[src/rtl/apb_slave.sv]
// rtl/apb_slave.sv - APB completer with an 8x8 register bank, R7 transfer counter, WAIT_CYCLES wait states; optional slverr port under APB_SLAVE_SLVERR_EN
module apb_slave #(
    parameter logic [1:0]  SLAVE_ID    = 2'b01,
    parameter int unsigned WAIT_CYCLES = 0
) (
    input  logic       clk,
    input  logic       reset,
    input  logic [1:0] sel,
    input  logic       enable,
    input  logic       write,
    input  logic [7:0] addr,
    input  logic [7:0] wdata,
    output logic [7:0] rdata,
    output logic       ready
`ifdef APB_SLAVE_SLVERR_EN
    ,
    output logic       slverr
`endif
);

    localparam logic [1:0] ST_IDLE   = 2'd0;
    localparam logic [1:0] ST_SETUP  = 2'd1;
    localparam logic [1:0] ST_ACCESS = 2'd2;

    localparam logic [3:0] WAIT_INIT = 4'(WAIT_CYCLES);

    logic [1:0] state;
    logic [1:0] state_nxt;
    logic [3:0] wait_cnt;

    // Transfer attributes captured when the SETUP phase opens
    logic [7:0] addr_q;
    logic [7:0] wdata_q;
    logic       write_q;

    logic [7:0] regs [8];

    logic selected;
    logic start;
    logic keep_going;
    logic addr_in_bank;
    logic wr_en;

    assign selected   = (sel == SLAVE_ID);
    // A selected cycle with enable low opens a new SETUP phase
    assign start      = selected && !enable;
    // The requester keeps the access phase alive with sel and enable both held
    assign keep_going = selected && enable;

    // Only addresses 0..7 map onto the bank; anything above completes as a no-op
    assign addr_in_bank = (addr_q[7:3] == 5'd0);

    // Completion strobe: last ACCESS cycle once the wait counter has drained
    assign ready = !reset && (state == ST_ACCESS) && (wait_cnt == 4'd0);

    // R7 is the transfer counter and can never be written from the bus
    assign wr_en = ready && write_q && addr_in_bank && (addr_q[2:0] != 3'd7);

    // Read data is the register value ahead of any update at the completing edge
    assign rdata = (ready && addr_in_bank) ? regs[addr_q[2:0]] : 8'h00;

`ifdef APB_SLAVE_SLVERR_EN
    // Error flags out-of-bank accesses and attempted writes to the counter
    assign slverr = ready && (!addr_in_bank || (write_q && (addr_q[2:0] == 3'd7)));
`endif

    // Next-state decode for IDLE / SETUP / ACCESS
    always_comb begin
        state_nxt = state;
        case (state)
            ST_IDLE: begin
                if (start) begin
                    state_nxt = ST_SETUP;
                end
            end
            ST_SETUP: begin
                state_nxt = keep_going ? ST_ACCESS : ST_IDLE;
            end
            ST_ACCESS: begin
                if (ready) begin
                    state_nxt = start ? ST_SETUP : ST_IDLE;
                end else if (!keep_going) begin
                    state_nxt = ST_IDLE;
                end
            end
            default: begin
                state_nxt = ST_IDLE;
            end
        endcase
    end

    // State register and wait-state counter
    always_ff @(posedge clk) begin
        if (reset) begin
            state    <= ST_IDLE;
            wait_cnt <= 4'd0;
        end else begin
            state <= state_nxt;
            if (state == ST_SETUP && state_nxt == ST_ACCESS) begin
                wait_cnt <= WAIT_INIT;
            end else if (state == ST_ACCESS && state_nxt == ST_ACCESS && wait_cnt != 4'd0) begin
                wait_cnt <= wait_cnt - 4'd1;
            end else if (state_nxt != ST_ACCESS) begin
                wait_cnt <= 4'd0;
            end
        end
    end

    // Capture address, direction and data on every entry into SETUP
    always_ff @(posedge clk) begin
        if (reset) begin
            addr_q  <= 8'h00;
            wdata_q <= 8'h00;
            write_q <= 1'b0;
        end else if (state_nxt == ST_SETUP) begin
            addr_q  <= addr;
            wdata_q <= wdata;
            write_q <= write;
        end
    end

    // Register bank: bus writes to R0..R6, R7 counts every completed transfer
    always_ff @(posedge clk) begin
        if (reset) begin
            for (int i = 0; i < 8; i++) begin
                regs[i] <= 8'h00;
            end
        end else begin
            if (wr_en) begin
                regs[addr_q[2:0]] <= wdata_q;
            end
            if (ready) begin
                regs[7] <= regs[7] + 8'd1;
            end
        end
    end

endmodule

[config.mk]
export PLATFORM = sky130hd
export DESIGN_NAME = apb_slave
export DESIGN_NICKNAME = d
export VERILOG_FILES = /design/src/rtl/apb_slave.sv
export SDC_FILE = /design/constraint.sdc
export NUM_CORES = 1
export LEC_CHECK = 0
export CELL_PAD_IN_SITES_DETAIL_PLACEMENT = 1
export CELL_PAD_IN_SITES_GLOBAL_PLACEMENT = 1
export CORE_AREA = 2 2 80 121
export CTS_CLUSTER_DIAMETER = 80
export DETAILED_ROUTE_END_ITERATION = 16
export DIE_AREA = 0 0 82 123
export PLACE_DENSITY = 0.84
export SYNTH_ARGS = -nofsm -noshare
export SYNTH_HDL_FRONTEND = slang
export SYNTH_SLANG_ARGS = --single-unit
export TNS_END_PERCENT = 10
[constraint.sdc]
create_clock -name clk -period 4.5 [get_ports clk]
set_input_delay 0.9 -clock clk [delete_from_list [all_inputs] [get_ports clk]]
set_output_delay 0.9 -clock clk [all_outputs]
set_load 0.03 [all_outputs]
==> Word level (Yosys, flattened, before mapping) <==
Memories as Yosys holds them, arrays and structs flattened. A register that Yosys moved wholly into a read port is not among the register bits.
Cells that the tools add are included.
{ "word_totals": {"inputBits": 22, "reg_bits": 23, "mem_bits_rw": 64, "wordCells": 59, "n_memories": 1} }
{ "mem_list": {"columns": ["name", "words", "word_bits", "rd", "rd_ports_with_merged_regs", "wr", "line", "rtl"], "rows": [
  ["regs", 8, 8, 2, 1, 8, "36", "logic [7:0] regs [8];"]
]} }
{ "classes": {"muxes": 23, "addsub": 2, "n_eq_ne": 7, "bitwise_logic": 1, "n_reduce_logical": 20} }
{ "ops": {"columns": ["op", "count"], "rows": [
  ["8-bit 2-to-1 mux", 3],
  ["1-bit logical AND", 11],
  ["1-bit 2-to-1 mux", 10],
  ["3-bit 2-to-1 mux", 3],
  ["8-bit by 1-bit adder with 8-bit output (second input constant)", 1],
  ["2-bit 2-to-1 mux", 4],
  ["4-bit 2-to-1 mux", 2],
  ["8-bit OR reduction", 1],
  ["2-bit by 1-bit equality test with 1-bit output (second input constant)", 3],
  ["2-bit case mux with 3 select lines", 1],
  ["5-bit logical NOT", 1],
  ["2-bit equality test (second input constant)", 2],
  ["4-bit logical NOT", 1],
  ["4-bit nonzero test", 1],
  ["4-bit by 1-bit subtractor with 4-bit output (second input constant)", 1],
  ["3-bit inequality test (second input constant)", 1],
  ["1-bit logical NOT", 2],
  ["2-bit logical NOT", 1],
  ["2-bit inequality test (second input constant)", 1],
  ["2-bit nonzero test", 1],
  ["2-bit OR reduction", 1],
  ["1-bit bitwise OR", 1]
]} }

==> Logic depth before layout (Yosys ltp) <==
{ "depth": {"word_depth": 11, "ltp_mapped": 7, "mapped_depth_nobuf": 5} }

==> Worst setup path after synthesis <==
Ideal clock, no wire load.
{ "synth_timing": {"path_type": "input to output", "start": "input reset", "end": "output rdata[0]", "arrival_time_ns": 3.137, "path_slack_ns": 0.463, "stages": 5, "cell_sequence": "buf_2 nor3b_4 nand4_2 buf_4 a2111oi_0"} }
{ "synth_via": {"elab_chain_cells": 5} }
{ "synth_lines": {"columns": ["item", "line", "rtl"], "rows": [
  ["start: declaration", "7", "input logic reset,"],
  ["1-bit logical NOT", "54", "assign ready = !reset && (state == ST_ACCESS) && (wait_cnt == 4'd0);"],
  ["1-bit logical AND (2 in a row)", "54", null],
  ["1-bit logical AND", "60", "assign rdata = (ready && addr_in_bank) ? regs[addr_q[2:0]] : 8'h00;"],
  ["8-bit 2-to-1 mux", "60", null],
  ["end: declaration", "13", "output logic [7:0] rdata,"]
]} }
Every way passes these cells.

==> Worst setup path after layout <==
{ "layout_timing": {"start": "input reset", "end": "output ready"} }
{ "layout_via": {"elab_chain_cells": 3} }
{ "layout_lines": {"columns": ["item", "line", "rtl"], "rows": [
  ["1-bit logical NOT", "54", null],
  ["1-bit logical AND (2 in a row)", "54", null],
  ["end: declaration", "14", "output logic ready"]
]} }
Every way passes these cells.

==> flow_summary.toml <==
[timing]
tightestPinTransition_ns = 0.948
tns_ns = 0
finalMaxSlewViolations = 0
rsz0062_at_grt = "no"
finalHoldViolations = 0
period_minus_slack_ns = 3.63
max_freq_mhz = 275
fin_crit_sh_pct = 80.7
setup_viol = 0
holdWs_ns = 0.493
finClkSkew_ns = 0.00608
relSlewSlack_pct = 36.7

[global_routing]
track_usage_pct = 22.0
grt_pass1_wl_um = 16400
grt_overflow = 0
grt_pass1_vias = 3192
grt_max_degree = 61
antenna_found_initial = 0

[worst_setup_path]
path_max_fanout = 9
worstPathArrival_ns = 2.73
cp-start-kind = "primary input"
worst_setup_path_end_kind = "output pin"
regToRegSetupSlack_ns = 1.75
crit_required_ns = 3.60
path_class = "primary input to output pin"

[synth]
seq_area_frac_synth_pct = 53.0
syn_inst = 376
ys_ff_latch = 90
yosys_warnings = 0
synth_top_area_share_pct = 41.7
ys_types = 42
yosysTopAreaCell = "edfxtp_1"
mappedNetlistArea_sq_mm = 0.00461
syn_avg_cell_area_sq_um = 12.3
yosys-top-cells-area = "edfxtp_1 (42%), dfxtp_1 (11%), nand2b_1 (6.1%), nor4_2 (5.7%), mux2i_1 (5.6%)"
syn_nets = 401

[cells_and_area]
seq_area_sq_mm = 0.00244
drive_above_1_share_pct = 16.2
mostFrequentLayoutCells = "edfxtp_1 (64), nand2b_1 (45), nor4_1 (36)"
fin_util_pct = 57.1
areaGrowthSynthToFinish_pct = 12.0
nFillCells = 927
antenna_cells = 0
final_common_cell = "edfxtp_1"
fin_nets = 415
instances_no_fill = 506
multiInputGateArea_sq_mm = 0.00195

[route]
final_antenna_net_count = 0
routed_wl_um = 10100
drt_pass1_iterations = 4
drt-initial-drc-count = 197
drc_errors = 0
wire_per_inst_um = 20.0
vias_per_cell = 6.03
num_vias = 3052

[pwr]
p_per_area_mw_per_mm2 = 341
power.leakage_uw = 0.00157
power_uw = 1760
vdd_ir_drop_max_mv = 0.213

[cts]
postCtsSetupBuffers = 0
htree_levels = 3
cts_tree = "built"
clk_latency_ns = 0.33
clk_pin_slew_worst_paths_ns = 0.06
cts_root_buf = "clkbuf_16"
ctsHoldBuffers = 0
clockBufferDepth = 2
clock_sinks = 90
cts_buffers = 9
post_cts_resized = 0

[run_status]
status = "complete, no violations"

[die]
core_sq_mm = 0.00904
top_level_ports = 31
rows = 43
dieHeight_um = 123
initial_core_util_pct = 51.0
die-width_um = 82
die_area_sq_mm = 0.0101

[placement]
gp_congestion = 0.798
io_buffers = 30
dp.cells = 491
post-dp-hpwl_um = 7430

[hold_path]
hp-class = "flip-flop to flip-flop"

[run]
drv_cap = 0
-- cell usage after synthesis --
master / number
nor3_1: 4
nor4_2: 21
a211oi_1: 8
a31o_2: 1
a21oi_1: 4
mux4_2: 8
buf_6: 7
nand3b_1: 2
edfxtp_1: 64
ha_1: 3
nor3b_1: 2
buf_12: 1
mux2i_1: 26
or3_1: 3
nand3_1: 6
or4b_1: 2
mux2_2: 1
buf_2: 6
buf_4: 2
o21bai_1: 7
o21ai_0: 3
dfxtp_1: 26
o21a_1: 1
buf_1: 3
xnor2_1: 1
nand4_2: 1
nand2_1: 16
nor4bb_1: 1
xor2_1: 2
inv_1: 4
nor4_1: 36
a2111oi_0: 7
nand4_1: 2
nor4b_1: 1
or3b_2: 1
nor2_1: 16
clkbuf_1: 14
nor3b_4: 2
nand2b_1: 45
nor2b_1: 13
a21oi_2: 1
and3_1: 2
-- cells by family (layout without fill, tap and decap cells) --
kind of cell | Yosys count | in the layout | share of synthesized area [%]
multiplexers | 35 | 35 | 9.80
AO/OA/AOI/OAI | 32 | 32 | 5.08
AND/OR/NAND/NOR | 176 | 176 | 25.9
adder cells (fa/ha/maj) | 3 | 3 | 0.815
buffers and inverters | 37 | 55 | 4.83
XOR/XNOR | 3 | 3 | 0.570
flip-flops | 90 | 90 | 53.0
-- where the power goes --
group	switching [uW]	internal [uW]	leakage [uW]
clock network	294	423	0.000135
logic	59.2	49.7	0.000558
registers	20.1	910	0.000873
total	374	1380	0.00157
-- worst max-delay path, cell delays in order --
cell and delay [ns]:
clkdlybuf4s50_1 0.46, nor3b_4 0.33, nand2_1 0.26, inv_1 0.11, clkdlybuf4s50_1 0.67
-- state kept, by name (all words and copies together), names as in the netlist, named ones only --
| signal | cells |
|---|---|
| state | 2 |
| wdata_q | 8 |
| addr_q | 8 |
| write_q | 1 |
| wait_cnt | 4 |
| regs | 64 |
-- area by class of cell --
cell class / instances / share of cell area (%)
flip-flops and latches: 90 / 47.4
inverters: 4 / 0.291
clock inverters: 6 / 1.14
clock buffers: 9 / 4.37
well taps: 112 / 2.72
repair buffers: 36 / 6.31
multi-input cells: 249 / 37.8
-- metal layers --
| layer | routed length [um] | part of all wire (%) | track usage (%) | vias to the layer above |
|---|---|---|---|---|
| met3 | 315 | 3.1 | 3.87 | 15 |
| met2 | 5500 | 54 | 38.4 | 77 |
| li1 | - | - | - | 1463 |
| met4 | 206 | 2.0 | 8.44 | 0 |
| met1 | 4090 | 40 | 26.5 | 1497 |
| met5 | 0 | 0 | 0 | - |
-- final timing paths --
kind | startpoint | end | cells past startpoint
worst max-delay path | reset | ready | 5
worst min register to register | wait_cnt[0] | wait_cnt[0] | 1
worst max register to register | wait_cnt[0] | regs[2][1] | 6
worst min-delay path | wait_cnt[0] | wait_cnt[0] | 1
-- through the flow --
stage | cell area [sq um] | setup slack (ns)
4_1_cts | 5160 | 0.850
3_3_place_gp | 4870 | 0.885
6_report | 5160 | 0.866
3_5_place_dp | 4870 | 0.835
2_1_floorplan | 4610 | 0.463
5_1_grt | 5160 | 0.774
Power figures use the tool's default switching activity.
